--- config.mk ---
export PLATFORM = sky130hd
export DESIGN_NAME = main_input_conditioner
export DESIGN_NICKNAME = d
export VERILOG_FILES = /design/src/rtl/main_input_conditioner_pkg.sv /design/src/rtl/bit_debouncer.sv /design/src/rtl/main_input_conditioner.sv
export SDC_FILE = /design/constraint.sdc
export NUM_CORES = 1
export LEC_CHECK = 0
export ABC_AREA = 1
export BUFFER_PORTS_ARGS = -buffer_cell sky130_fd_sc_hd__buf_2
export CAP_MARGIN = 20
export CORE_MARGIN = 2
export CORE_UTILIZATION = 49
export DETAILED_ROUTE_END_ITERATION = 6
export GPL_TIMING_DRIVEN = 0
export PLACE_DENSITY = 0.69
export RECOVER_POWER = 100
export SYNTH_ARGS = -nofsm -noshare
export SYNTH_HDL_FRONTEND = slang
export SYNTH_HIERARCHICAL = 1
export SYNTH_SLANG_ARGS = --single-unit
--- constraint.sdc ---
create_clock -name clk -period 3.2 [get_ports clk]
set_input_delay 0.64 -clock clk [delete_from_list [all_inputs] [get_ports clk]]
set_output_delay 0.64 -clock clk [all_outputs]
set_load 0.05 [all_outputs]
--- src/rtl/main_input_conditioner_pkg.sv ---
// Shared types for the Main input conditioner: FSM encodings, vector width
// and the registered output bundle presented to Main.
package main_input_conditioner_pkg;
  localparam int VEC_W = 4;

  typedef enum logic [1:0] {
    ST_IDLE  = 2'd0,
    ST_SWEEP = 2'd1,
    ST_DONE  = 2'd2,
    ST_RSVD  = 2'd3
  } state_e;

  typedef struct packed {
    logic [VEC_W-1:0] vec;
    logic             vld;
    logic             busy;
    logic             done;
  } out_t;
endpackage

--- src/rtl/bit_debouncer.sv ---
// One switch bit: 2-flop synchroniser followed by a consecutive-mismatch
// debounce counter. stable only moves after DEBOUNCE_CYCLES disagreeing cycles.
module bit_debouncer #(
  parameter int DEBOUNCE_CYCLES = 16,
  parameter int DB_CNT_W        = 5
) (
  input  logic clk,
  input  logic rst_n,
  input  logic raw,
  output logic stable
);
  localparam logic [DB_CNT_W-1:0] CNT_LAST = DB_CNT_W'(DEBOUNCE_CYCLES - 1);

  logic                s1_q, s2_q, stable_q, stable_d;
  logic [DB_CNT_W-1:0] cnt_q, cnt_d;

  always_comb begin
    cnt_d    = '0;
    stable_d = stable_q;
    if (s2_q != stable_q) begin
      if (cnt_q == CNT_LAST) stable_d = s2_q;
      else                   cnt_d    = DB_CNT_W'(cnt_q + 1'b1);
    end
  end

  always_ff @(posedge clk) begin
    if (!rst_n) begin
      s1_q     <= 1'b0;
      s2_q     <= 1'b0;
      stable_q <= 1'b0;
      cnt_q    <= '0;
    end else begin
      s1_q     <= raw;
      s2_q     <= s1_q;
      stable_q <= stable_d;
      cnt_q    <= cnt_d;
    end
  end

  assign stable = stable_q;
endmodule

--- src/rtl/main_input_conditioner.sv ---
// Drives Main's a..d: debounced switches in IDLE, an exhaustive 0000..1111
// sweep on request. All outputs come straight from flops.
module main_input_conditioner
  import main_input_conditioner_pkg::*;
#(
  parameter int DEBOUNCE_CYCLES = 16,
  parameter int DB_CNT_W        = 5,
  parameter int SWEEP_HOLD      = 8,
  parameter int HOLD_CNT_W      = 4
) (
  input  logic             clk,
  input  logic             rst_n,
  input  logic [VEC_W-1:0] sw_in,
  input  logic             sweep_start,
  output logic             a,
  output logic             b,
  output logic             c,
  output logic             d,
  output logic             vec_valid,
  output logic             sweep_busy,
  output logic             sweep_done
);
  localparam logic [HOLD_CNT_W-1:0] HOLD_LAST = HOLD_CNT_W'(SWEEP_HOLD - 1);

  logic [VEC_W-1:0]      stable;
  state_e                state_q, state_d;
  logic [HOLD_CNT_W-1:0] hold_q, hold_d;
  out_t                  out_q, out_d;

  for (genvar i = 0; i < VEC_W; i++) begin : g_db
    bit_debouncer #(
      .DEBOUNCE_CYCLES(DEBOUNCE_CYCLES),
      .DB_CNT_W       (DB_CNT_W)
    ) u_db (
      .clk   (clk),
      .rst_n (rst_n),
      .raw   (sw_in[i]),
      .stable(stable[i])
    );
  end

  always_ff @(posedge clk) begin
    if (!rst_n) state_q <= ST_IDLE;
    else        state_q <= state_d;
  end

  always_comb begin
    state_d = state_q;
    case (state_q)
      ST_IDLE:  if (sweep_start) state_d = ST_SWEEP;
      ST_SWEEP: if (hold_q == HOLD_LAST && out_q.vec == '1) state_d = ST_DONE;
      ST_DONE:  state_d = ST_IDLE;
      default:  state_d = ST_IDLE;
    endcase
  end

  // Output registers are loaded from the state being entered, so a..d and
  // the strobes line up with the first cycle of each state.
  always_comb begin
    out_d      = out_q;
    out_d.vld  = 1'b0;
    out_d.busy = 1'b0;
    out_d.done = 1'b0;
    hold_d     = '0;
    case (state_q)
      ST_SWEEP: begin
        if (state_d == ST_DONE) begin
          out_d.done = 1'b1;
        end else if (hold_q == HOLD_LAST) begin
          out_d.vec  = VEC_W'(out_q.vec + 1'b1);
          out_d.vld  = 1'b1;
          out_d.busy = 1'b1;
        end else begin
          hold_d     = HOLD_CNT_W'(hold_q + 1'b1);
          out_d.busy = 1'b1;
        end
      end
      default: begin
        if (state_d == ST_SWEEP) begin
          out_d.vec  = '0;
          out_d.vld  = 1'b1;
          out_d.busy = 1'b1;
        end else begin
          out_d.vec = stable;
          out_d.vld = (stable != out_q.vec);
        end
      end
    endcase
  end

  always_ff @(posedge clk) begin
    if (!rst_n) begin
      out_q  <= '0;
      hold_q <= '0;
    end else begin
      out_q  <= out_d;
      hold_q <= hold_d;
    end
  end

  assign {a, b, c, d} = out_q.vec;
  assign vec_valid    = out_q.vld;
  assign sweep_busy   = out_q.busy;
  assign sweep_done   = out_q.done;
endmodule

### Yosys cells after proc, flatten, opt, wreduce, memory -nomap -nowiden

Cells that the tools add are included.

* add/subtract/negate cells: 6
* multiply operators: 0
* div/mod/pow operators: 0
* $lt $le $gt $ge: 0
* equality and inequality tests: 16
* shift-type cells: 0
* mux-type cells: 9
* bitwise logic cells: 6
* reduce and logical (&&, ||, !) cells: 13

Operators by type and width (number)
* $add 5x1->5 const B: 4
* $eq 5x4->1 const B: 4
* $mux 6: 2
* $reduce_and 2->1: 6
* $reduce_or 3->1: 4
* $mux 5: 2
* $add 4x1->4 const B: 2
* $not 1->1: 6
* $eq 2x1->1 const B: 2
* $eq 4x3->1 const B: 1
* $eq 4x4->1 const B: 1
* $mux 2: 2
* $ne 1x1->1: 4
* $ne 2x2->1 const B: 2
* $ne 4x4->1: 1
* $pmux 2 s2: 1
* $reduce_or 4->1: 1
* $eq 2x2->1 const B: 1
* $logic_not 2->1: 1
* $mux 1: 2
* $logic_and 1x1->1: 1

* bits in registers: 45
* latch bits: 0
* bits in writable memories: 0
* memory bits (read-only): 0
* input bits: 7
* output and inout bits: 7
* memories: 0

### Logic depth before layout (Yosys ltp)

Gate-level depths: netlist (run 1).

* depth after elaboration: 7
* mapped depth: 9
* depth with buffers taken out: 9

### Modules after synthesis

Netlist (run 1), hierarchy kept.

By module, submodules not included
* bit_debouncer: times used 4, cells an instance 37, area an instance 312.8 µm², sequential area each 160.2 µm²
* main_input_conditioner: times used 1, cells an instance 95, area an instance 674.4 µm², sequential area each 260.2 µm²

### Worst setup path before layout (run 1)

No wires, ideal clock.

* path type: register -> register
* start point: register out_q, in the netlist d
* end point: register out_q, in the netlist vec_valid
* library setup time: 0.120 ns
* arrival: 1.520 ns
* required time: 3.080 ns
* setup slack: 1.560 ns
* cell stages (with the launch flop): 9
* path buffers: 0
* clock period less this slack: 1.640 ns
* cell sequence: dfxtp_1 ha_1 nand2_2 nor2_4 nand3_1 nand2_2 nand2_1 nand2_1 a21oi_1

* longest elaborated chain between the ends: 7
* elaborated cells on any way between the ends: 10
* those cells by class: 4 x eq/ne; 5 x mux; 1 x reduce/logical

RTL lines
* start: declaration: RTL line main_input_conditioner.sv:28 `out_t out_q, out_d;`
* start signal: assignment: RTL line main_input_conditioner.sv:96 `out_q <= out_d;`
* $eq 4x4->1: RTL line main_input_conditioner.sv:51 `ST_SWEEP: if (hold_q == HOLD_LAST && out_q.vec == '1) state_d = ST_DONE;`
* $logic_and 1x1->1: RTL line main_input_conditioner.sv:51
* $mux 2: RTL line main_input_conditioner.sv:51
* $pmux 2 s2: RTL line main_input_conditioner.sv:49 `case (state_q)`
* $eq 2x1->1 or $eq 2x2->1 (tied branches): RTL line main_input_conditioner.sv:79, main_input_conditioner.sv:67
* $mux 5 or $mux 6 (tied branches): RTL line main_input_conditioner.sv:79, main_input_conditioner.sv:67
* $mux 6 (*): RTL line main_input_conditioner.sv:65 `case (state_q)`

Every way passes the cells marked *; elsewhere a longest branch is shown, timed or not. The select of a mux whose other input is x is not followed.
A chain may end at the register's enable or synchronous reset.

### Worst setup path after layout (run 1)

* start point: register out_q, in the netlist d
* end point: output port d

RTL lines
* end: declaration: RTL line main_input_conditioner.sv:18 `output logic d,`

No word-level cell between the ends.

==> impl_metrics.py, run 1 <==
metrics = {
    "critical_path": {
        "crit_start": "d$_SDFFE_PN0P_",
        "r2r_slack_ns": 1.41,
        "slowest_delay_ns": 0.49,
        "crit_type": "flop to output port",
        "cp-endpoint": "d",
        "required_ns": 2.56,
        "crit_slowest_cell": "clkbuf_1",
        "rr_startpoint": "c$_SDFFE_PN0P_",
        "crit_arrival_ns": 1.23,
        "crit_chain": "clkbuf_1",
        "path_buf_inv": 1,
        "cp.depth": 1,
        "critPathTopFamily": "buffers and inverters",
        "r2r_end": "c$_SDFFE_PN0P_",
        "r2r_cells": 7,
        "worstSetupStartpointType": "flop",
        "cp-end-kind": "output port",
        "cp_max_fo": 6,
    },
    "placement": {
        "dp_cells": 304,
        "io_buffers": 13,
        "gp_congestion": 0.782,
        "dp_hpwl_mm": 2.08,
    },
    "timing": {
        "worst_pin_slew_ns": 0.761,
        "slew_viol_final": 0,
        "skew_ns": 0.00545,
        "setup_tns_ns": 0,
        "setup_viol_count_final": 0,
        "fmax_mhz": 534,
        "slew_headroom": 0.487,
        "finalHoldViolCount": 0,
        "rsz0062_at_grt": "no",
        "fin_crit_ns": 1.87,
        "finalCritPeriodShare": 0.586,
    },
    "yosys": {
        "synth_flop_cell": "dfxtp_1",
        "syn_area_per_cell_um2": 7.92,
        "synth_area_leaders": "dfxtp_1, nand2_1, inv_1",
        "ys_seq_area_frac": 0.468,
        "synthDistinctLibCells": 22,
        "synth_most_common_cell": "dfxtp_1",
        "syn_area_um2": 1930,
        "async_flop_share": 0,
        "syn_inst": 243,
        "ys_ff_latch": 45,
        "syn_nets": 260,
        "ys_warn_count": 6,
        "synth_edf_count": 0,
        "synth_top_area_cell": "dfxtp_1",
        "synthTopCellsByCount": "dfxtp_1, nand2_1, inv_1",
        "yosysTopAreaCellShare": 0.468,
    },
    "layout": {
        "drive_above_1_share": 0.102,
        "fin_cells": 312,
        "synthToLayoutAreaGrowth_pct": 9.29,
        "fillers": 382,
        "final_nets": 280,
        "diodes": 0,
    },
    "clock_tree": {
        "cts_resized": 0,
        "cts_buffers": 5,
        "cts_tree": "done",
        "ctsHoldBuffers": 0,
        "clkSinkCount": 45,
        "post_cts_buffers": 0,
        "clk_latency_ns": 0.29,
        "htree_levels": 2,
        "root_buffer": "clkbuf_8",
        "cts_buffer_depth": 2,
        "cts.clk_slew.worst_paths_ns": 0.08,
    },
    "power": {
        "switching_share": 0.224,
        "power_frac_comb": 0.054,
        "pwr_density_cell_nw_per_um2": 478,
        "power.share.clock": 0.372,
        "p_switching_mw": 0.226,
        "sequentialPowerShare": 0.574,
        "leakage_nw": 0.886,
        "intPower_mw": 0.781,
        "peakVddDrop_mv": 0.290,
    },
    "routing": {
        "wl_per_cell_um": 9.26,
        "dr_total_vias": 1430,
        "route.detailed.drc": 0,
        "drt_wl_total_mm": 2.89,
        "via_per_inst": 4.58,
        "first_pass_iters": 4,
        "antenna_left": 0,
        "drt_iter0_markers": 75,
    },
    "floorplanning": {
        "num_rows": 22,
        "core_area_um2": 3720,
        "io_pins": 14,
        "initial_core_util": 0.518,
        "fp.dieW_um": 66.7,
        "dieArea_um2": 4450,
        "die_y_um": 66.7,
    },
    "global_routing": {
        "antenna_found_initial": 0,
        "grt_max_degree": 18,
        "grt_pass1_wl_mm": 5.02,
        "grt-ovfl-total": 0,
        "grt_pass1_vias": 1268,
        "grt_usage": 0.149,
    },
    "run_status": {
        "status": "finished, final reports clean",
    },
    "job": {
        "cap_violations": 0,
    },
    "hold_path": {
        "min_from": "g_db[0].u_db/s1_q$_SDFF_PN0_",
        "min_path_type": "flop to flop",
    },
}
-- registers in the layout, indices dropped and copies added, names as in the netlist --
name and cells:
a 1, b 1, c 1, d 1
g_db.u_db/cnt_q 20, g_db.u_db/s1_q 4, g_db.u_db/s2_q 4, g_db.u_db/stable 4
hold_q 4, state_q 2, sweep_busy 1, sweep_done 1
vec_valid 1
-- cells in the final DEF (no fill, tap or decap), drive strengths merged --
| cell | instances |
|---|---|
| nor3 | 2 |
| nand2 | 45 |
| xor2 | 3 |
| ha | 10 |
| clkinv | 4 |
| o21ai | 5 |
| nor2 | 47 |
| nand3 | 19 |
| a211oi | 4 |
| a21oi | 7 |
| buf | 5 |
| clkbuf | 15 |
| xnor2 | 5 |
| inv | 43 |
| dfxtp | 45 |
| nand4 | 4 |
| nor3b | 1 |
-- logic make-up (layout without fill, tap and decap cells) --
family	count (synthesis)	in the layout	share of synthesized area
AND/OR/NAND/NOR	118	118	0.285
buffers and inverters	46	67	0.0897
flip-flops	45	45	0.468
AO/OA/AOI/OAI	16	16	0.0565
adder cells (fa/ha/maj)	10	10	0.0650
XOR/XNOR	8	8	0.0364
-- stage by stage --
step / util / setup WS, ns / total power [mW] / hold WS (ns) / cell area [µm²]
global route: 0.566 / 1.23 / 1.05 / 0.434 / 2100
detailed placement: 0.552 / 1.72 / 0.649 / 0.400 / 2050
finish: 0.566 / 1.33 / 1.01 / 0.419 / 2100
floorplan: - / 1.56 / 0.632 / 0.390 / 1930
CTS: 0.579 / 1.47 / 1.03 / 0.418 / 2150
global placement: 0.552 / 1.73 / 0.648 / 0.394 / 2050
-- worst min-delay path, cell delays in order (launching register included) --
cell and delay, ns:
dfxtp_1 0.31, nand2_1 0.05, inv_1 0.04
-- power groups by stage --
stage	combinational (mW)	clock, mW	sequential, mW
floorplan	0.0305	0	0.601
global placement	0.0571	0	0.591
detailed placement	0.0577	0	0.591
CTS	0.0579	0.391	0.578
global route	0.0620	0.413	0.580
finish	0.0541	0.375	0.578
-- per-layer routing --
layer  track usage  routed length, µm
met5             0                  0
met4        0.0765                 58
met3        0.0405                113
met2         0.241               1310
met1         0.181               1410
-- final cells by class --
type | count | area, µm² | share of cell area
Tap cell | 48 | 60.1 | 0.0285
Clock buffer | 7 | 96.3 | 0.0458
Multi-Input combinational cell | 152 | 815 | 0.387
Inverter | 46 | 173 | 0.0820
Sequential cell | 45 | 901 | 0.428
Clock inverter | 1 | 5.00 | 0.00238
Timing Repair Buffer | 13 | 55.1 | 0.0262
-- worst min-delay path by stage --
stage	endpoint	cells past startpoint
after floorplan	g_db[0].u_db/s2_q$_SDFF_PN0_	2
after global placement	g_db[2].u_db/s2_q$_SDFF_PN0_	2
after detailed placement	g_db[2].u_db/s2_q$_SDFF_PN0_	2
after CTS	g_db[2].u_db/s2_q$_SDFF_PN0_	2
after global routing	g_db[1].u_db/s2_q$_SDFF_PN0_	2
final	g_db[0].u_db/s2_q$_SDFF_PN0_	2
No activity file was read; power rests on OpenSTA's default activity.
==> inputs of run 2 (changes only) <==
==> constraint.sdc (replaced) <==
create_clock -name clk -period 1.8 [get_ports clk]
set_input_delay 0.36 -clock clk [delete_from_list [all_inputs] [get_ports clk]]
set_output_delay 0.36 -clock clk [all_outputs]
set_load 0.05 [all_outputs]
==> impl_metrics.py, run 2 (synthesis gave the netlist of run 1 again) <==
metrics = {
    "power": {
        "intPower_mw": 1.39,
        "power_frac_comb": 0.055,
        "power.share.clock": 0.372,
        "switching_share": 0.224,
        "p_switching_mw": 0.401,
        "pwr_density_cell_nw_per_um2": 847,
        "leakage_nw": 0.898,
        "peakVddDrop_mv": 0.517,
        "sequentialPowerShare": 0.573,
        "power.total_mw": 1.79,
    },
    "clock_tree": {
        "cts_resized": 0,
        "cts_buffers": 5,
        "cts_tree": "done",
        "ctsHoldBuffers": 0,
        "post_cts_buffers": 0,
        "cts_buffer_depth": 2,
        "clk_latency_ns": 0.29,
        "htree_levels": 2,
        "cts.clk_slew.worst_paths_ns": 0.08,
        "clkSinkCount": 45,
        "root_buffer": "clkbuf_8",
    },
    "timing": {
        "slew_viol_final": 0,
        "setup_viol_count_final": 0,
        "worst_pin_slew_ns": 0.851,
        "fin_crit_ns": 1.59,
        "finalHoldViolCount": 0,
        "slew_headroom": 0.433,
        "finalCritPeriodShare": 0.882,
        "fmax_mhz": 630,
        "setup_tns_ns": 0,
        "worst_slack_ns": 0.212,
        "skew_ns": 0.00529,
        "rsz0062_at_grt": "no",
    },
    "hold_path": {
        "min_path_type": "primary input to flop",
        "min_from": "sw_in[1]",
    },
    "global_routing": {
        "antenna_found_initial": 0,
        "grt_pass1_vias": 1268,
        "grt_max_degree": 18,
        "grt_usage": 0.149,
        "grt_pass1_wl_mm": 5.02,
        "grt-ovfl-total": 0,
    },
    "critical_path": {
        "cp_max_fo": 6,
        "crit_chain": "clkbuf_1",
        "cp-end-kind": "output port",
        "crit_arrival_ns": 1.23,
        "slowest_delay_ns": 0.49,
        "rr_startpoint": "c$_SDFFE_PN0P_",
        "worstSetupStartpointType": "flop",
        "critPathTopFamily": "buffers and inverters",
        "crit_slowest_cell": "clkbuf_1",
        "path_buf_inv": 1,
        "crit_start": "d$_SDFFE_PN0P_",
        "required_ns": 1.44,
        "crit_type": "flop to output port",
    },
    "placement": {
        "dp_cells": 304,
        "dp_hpwl_mm": 2.08,
        "gp_congestion": 0.782,
        "io_buffers": 13,
        "pre_cts_ws_ns": 0.401,
    },
    "layout": {
        "layout_commonest_cell": "dfxtp_1",
        "final_nets": 280,
        "largest_register": "g_db.u_db/cnt_q",
        "fin_cells": 312,
        "synthToLayoutAreaGrowth_pct": 9.81,
        "diodes": 0,
        "largest_reg_flops": 20,
        "drive_above_1_share": 0.125,
        "layout_common_cells": "dfxtp_1, nand2_1, inv_1",
    },
    "routing": {
        "wl_per_cell_um": 9.28,
        "drt_iter0_markers": 71,
        "dr_total_vias": 1419,
        "route.detailed.drc": 0,
        "drt_wl_total_mm": 2.90,
        "m1WireLength_mm": 1.43,
        "antenna_left": 0,
        "via_per_inst": 4.55,
        "met3_length_um": 107,
        "first_pass_iters": 4,
        "highest_layer": "met4",
        "route.met2.wl_mm": 1.30,
    },
    "floorplanning": {
        "num_rows": 22,
        "io_pins": 14,
        "fp.dieW_um": 66.7,
        "core_area_um2": 3720,
        "dieArea_um2": 4450,
        "die_y_um": 66.7,
        "initial_core_util": 0.518,
    },
    "job": {
        "cap_violations": 0,
    },
    "run_status": {
        "status": "finished, final reports clean",
    },
}
## run 2: final cells by class
type / count / area [µm²]
fillers: 380 / 1600
flip-flops and latches: 45 / 901
multi-input cells: 152 / 823
inverters: 46 / 173
clock buffers: 7 / 96.3
well taps: 48 / 60.1
repair buffers: 13 / 56.3
clock inverters: 1 / 5.00
## run 2: path summary, 6_finish.rpt
path	endpoint	slack (ns)	depth (start not counted)
max	d	0.21	1
min	g_db[1].u_db/s1_q$_SDFF_PN0_	0.24	3
max reg2reg	c$_SDFFE_PN0P_	0.37	7
min reg2reg	g_db[0].u_db/s2_q$_SDFF_PN0_	0.42	2
## run 2: power groups by stage
stage / registers [mW] / logic (mW) / clock network [mW]
6_report: 1.03 / 0.0979 / 0.666
2_1_floorplan: 1.07 / 0.0542 / 0
4_1_cts: 1.03 / 0.103 / 0.695
5_1_grt: 1.03 / 0.112 / 0.735
3_5_place_dp: 1.05 / 0.103 / 0
3_3_place_gp: 1.05 / 0.101 / 0
## run 2: per-layer routing
layer | global-route usage | vias to the layer above
met3 | 0.0405 | 7
li1 | - | 789
met5 | 0 | -
met2 | 0.241 | 16
met4 | 0.0765 | 0
met1 | 0.181 | 607
## run 2: through the flow
| step | hold WS, ns | util | area (µm²) |
|---|---|---|---|
| floorplan | 0.390 | - | 1930 |
| global placement | 0.394 | 0.552 | 2050 |
| detailed placement | 0.400 | 0.552 | 2050 |
| CTS | 0.233 | 0.579 | 2150 |
| global route | 0.251 | 0.569 | 2110 |
| finish | 0.245 | 0.569 | 2110 |
==> inputs of run 3 (changes only) <==
--- a/config.mk
+++ b/config.mk
@@ -12,7 +12,7 @@
 export CORE_UTILIZATION = 49
 export DETAILED_ROUTE_END_ITERATION = 6
 export GPL_TIMING_DRIVEN = 0
-export PLACE_DENSITY = 0.69
+export PLACE_DENSITY_LB_ADDON = 0.2
 export RECOVER_POWER = 100
 export SYNTH_ARGS = -nofsm -noshare
 export SYNTH_HDL_FRONTEND = slang
==> impl_metrics.py, run 3 (synthesis gave the netlist of run 1 again) <==
metrics = {
    "floorplanning": {
        "initial_core_util": 0.518,
        "core_area_um2": 3720,
        "dieArea_um2": 4450,
        "fp.dieW_um": 66.7,
        "die_y_um": 66.7,
        "io_pins": 14,
        "num_rows": 22,
    },
    "routing": {
        "wl_per_cell_um": 8.81,
        "route.detailed.drc": 0,
        "antenna_left": 0,
        "dr_total_vias": 1431,
        "first_pass_iters": 4,
        "drt_iter0_markers": 60,
        "drt_wl_total_mm": 2.75,
        "via_per_inst": 4.59,
    },
    "global_routing": {
        "grt_max_degree": 18,
        "grt_usage": 0.149,
        "grt-ovfl-total": 0,
        "grt_pass1_vias": 1279,
        "antenna_found_initial": 0,
        "grt_pass1_wl_mm": 4.93,
    },
    "critical_path": {
        "cp_max_fo": 6,
        "path_buf_inv": 1,
        "critPathTopFamily": "buffers and inverters",
        "crit_type": "flop to output port",
        "crit_arrival_ns": 1.21,
        "cp-end-kind": "output port",
        "required_ns": 1.44,
        "crit_chain": "clkbuf_1",
        "rr_startpoint": "c$_SDFFE_PN0P_",
        "worstSetupStartpointType": "flop",
        "crit_start": "c$_SDFFE_PN0P_",
        "crit_slowest_cell": "clkbuf_1",
        "slowest_delay_ns": 0.49,
    },
    "clock_tree": {
        "cts.clk_slew.worst_paths_ns": 0.08,
        "clk_latency_ns": 0.29,
        "cts_buffer_depth": 2,
        "post_cts_buffers": 0,
        "cts_buffers": 5,
        "ctsHoldBuffers": 0,
        "clkSinkCount": 45,
        "htree_levels": 2,
        "cts_tree": "done",
        "root_buffer": "clkbuf_8",
        "cts_resized": 0,
    },
    "power": {
        "switching_share": 0.209,
        "intPower_mw": 1.49,
        "pwr_density_cell_nw_per_um2": 887,
        "peakVddDrop_mv": 0.505,
        "leakage_nw": 0.902,
        "power_frac_comb": 0.052,
        "sequentialPowerShare": 0.544,
        "p_switching_mw": 0.394,
        "power.share.clock": 0.404,
    },
    "timing": {
        "finalCritPeriodShare": 0.872,
        "fin_crit_ns": 1.57,
        "skew_ns": 0.00516,
        "fmax_mhz": 637,
        "worst_pin_slew_ns": 0.852,
        "setup_viol_count_final": 0,
        "slew_viol_final": 0,
        "slew_headroom": 0.432,
        "rsz0062_at_grt": "no",
        "setup_tns_ns": 0,
        "finalHoldViolCount": 0,
        "holdWs_ns": 0.246,
    },
    "layout": {
        "layout_common_cells": "dfxtp_1, nand2_1, inv_1",
        "layout_commonest_cell": "dfxtp_1",
        "register_area_um2": 901,
        "largest_reg_flops": 20,
        "final_nets": 280,
        "fillers": 359,
        "multi_input_area_um2": 823,
        "diodes": 0,
        "drive_above_1_share": 0.121,
        "largest_register": "g_db.u_db/cnt_q",
        "synthToLayoutAreaGrowth_pct": 10.6,
    },
    "run_status": {
        "status": "finished, final reports clean",
    },
    "hold_path": {
        "min_path_type": "primary input to flop",
        "min_from": "sw_in[3]",
    },
    "job": {
        "cap_violations": 0,
    },
    "placement": {
        "gp_congestion": 0.830,
        "dp_hpwl_mm": 2.04,
        "io_buffers": 13,
    },
}
run 3: changes by cell type in the layout (fill, tap and decap cells not counted):
cell,delta
clkinv_2,-1
clkbuf_1,+1
o21ai_1,+2
o21ai_2,-1
a21oi_2,+1
clkbuf_8,-1
bufinv_16,+1
a21oi_1,-1
o21ai_0,-1
run 3: worst paths after layout:
check / to / slack, ns / depth (start not counted)
worst max-delay path: c / 0.23 / 1
worst min-delay path: g_db[3].u_db/s1_q$_SDFF_PN0_ / 0.25 / 3
worst max register to register: a$_SDFFE_PN0P_ / 0.26 / 7
worst min register to register: g_db[1].u_db/s2_q$_SDFF_PN0_ / 0.41 / 2
run 3: layout make-up:
class | instances | area share
clock buffers | 7 | 0.0405
repair buffers | 13 | 0.0264
clock inverters | 1 | 0.0141
inverters | 46 | 0.0811
multi-input cells | 152 | 0.387
well taps | 48 | 0.0282
flip-flops and latches | 45 | 0.423
run 3: stage by stage:
stage | cells | setup WS, ns | power, mW | cell area, µm² | util
after floorplan | 243 | 0.160 | 1.12 | 1930 | -
after detailed placement | 304 | 0.424 | 1.15 | 2050 | 0.552
final | 312 | 0.231 | 1.89 | 2130 | 0.573
after CTS | 312 | 0.350 | 1.93 | 2170 | 0.583
after global placement | 304 | 0.433 | 1.15 | 2050 | 0.552
after global routing | 312 | 0.155 | 1.98 | 2130 | 0.573
run 3: routing by layer:
layer | vias up | GRT usage | share of wire
met3 | 2 | 0.0557 | 0.044
met2 | 25 | 0.249 | 0.46
met5 | - | 0 | 0
met1 | 617 | 0.166 | 0.49
met4 | 0 | 0.0689 | 0.0091
li1 | 787 | - | -
run 3: power by group through the flow:
stage / clock (mW) / combinational [mW] / sequential (mW)
after detailed placement: 0 / 0.103 / 1.05
after CTS: 0.799 / 0.103 / 1.03
after global placement: 0 / 0.101 / 1.05
after global routing: 0.839 / 0.111 / 1.03
final: 0.764 / 0.0978 / 1.03
after floorplan: 0 / 0.0542 / 1.07
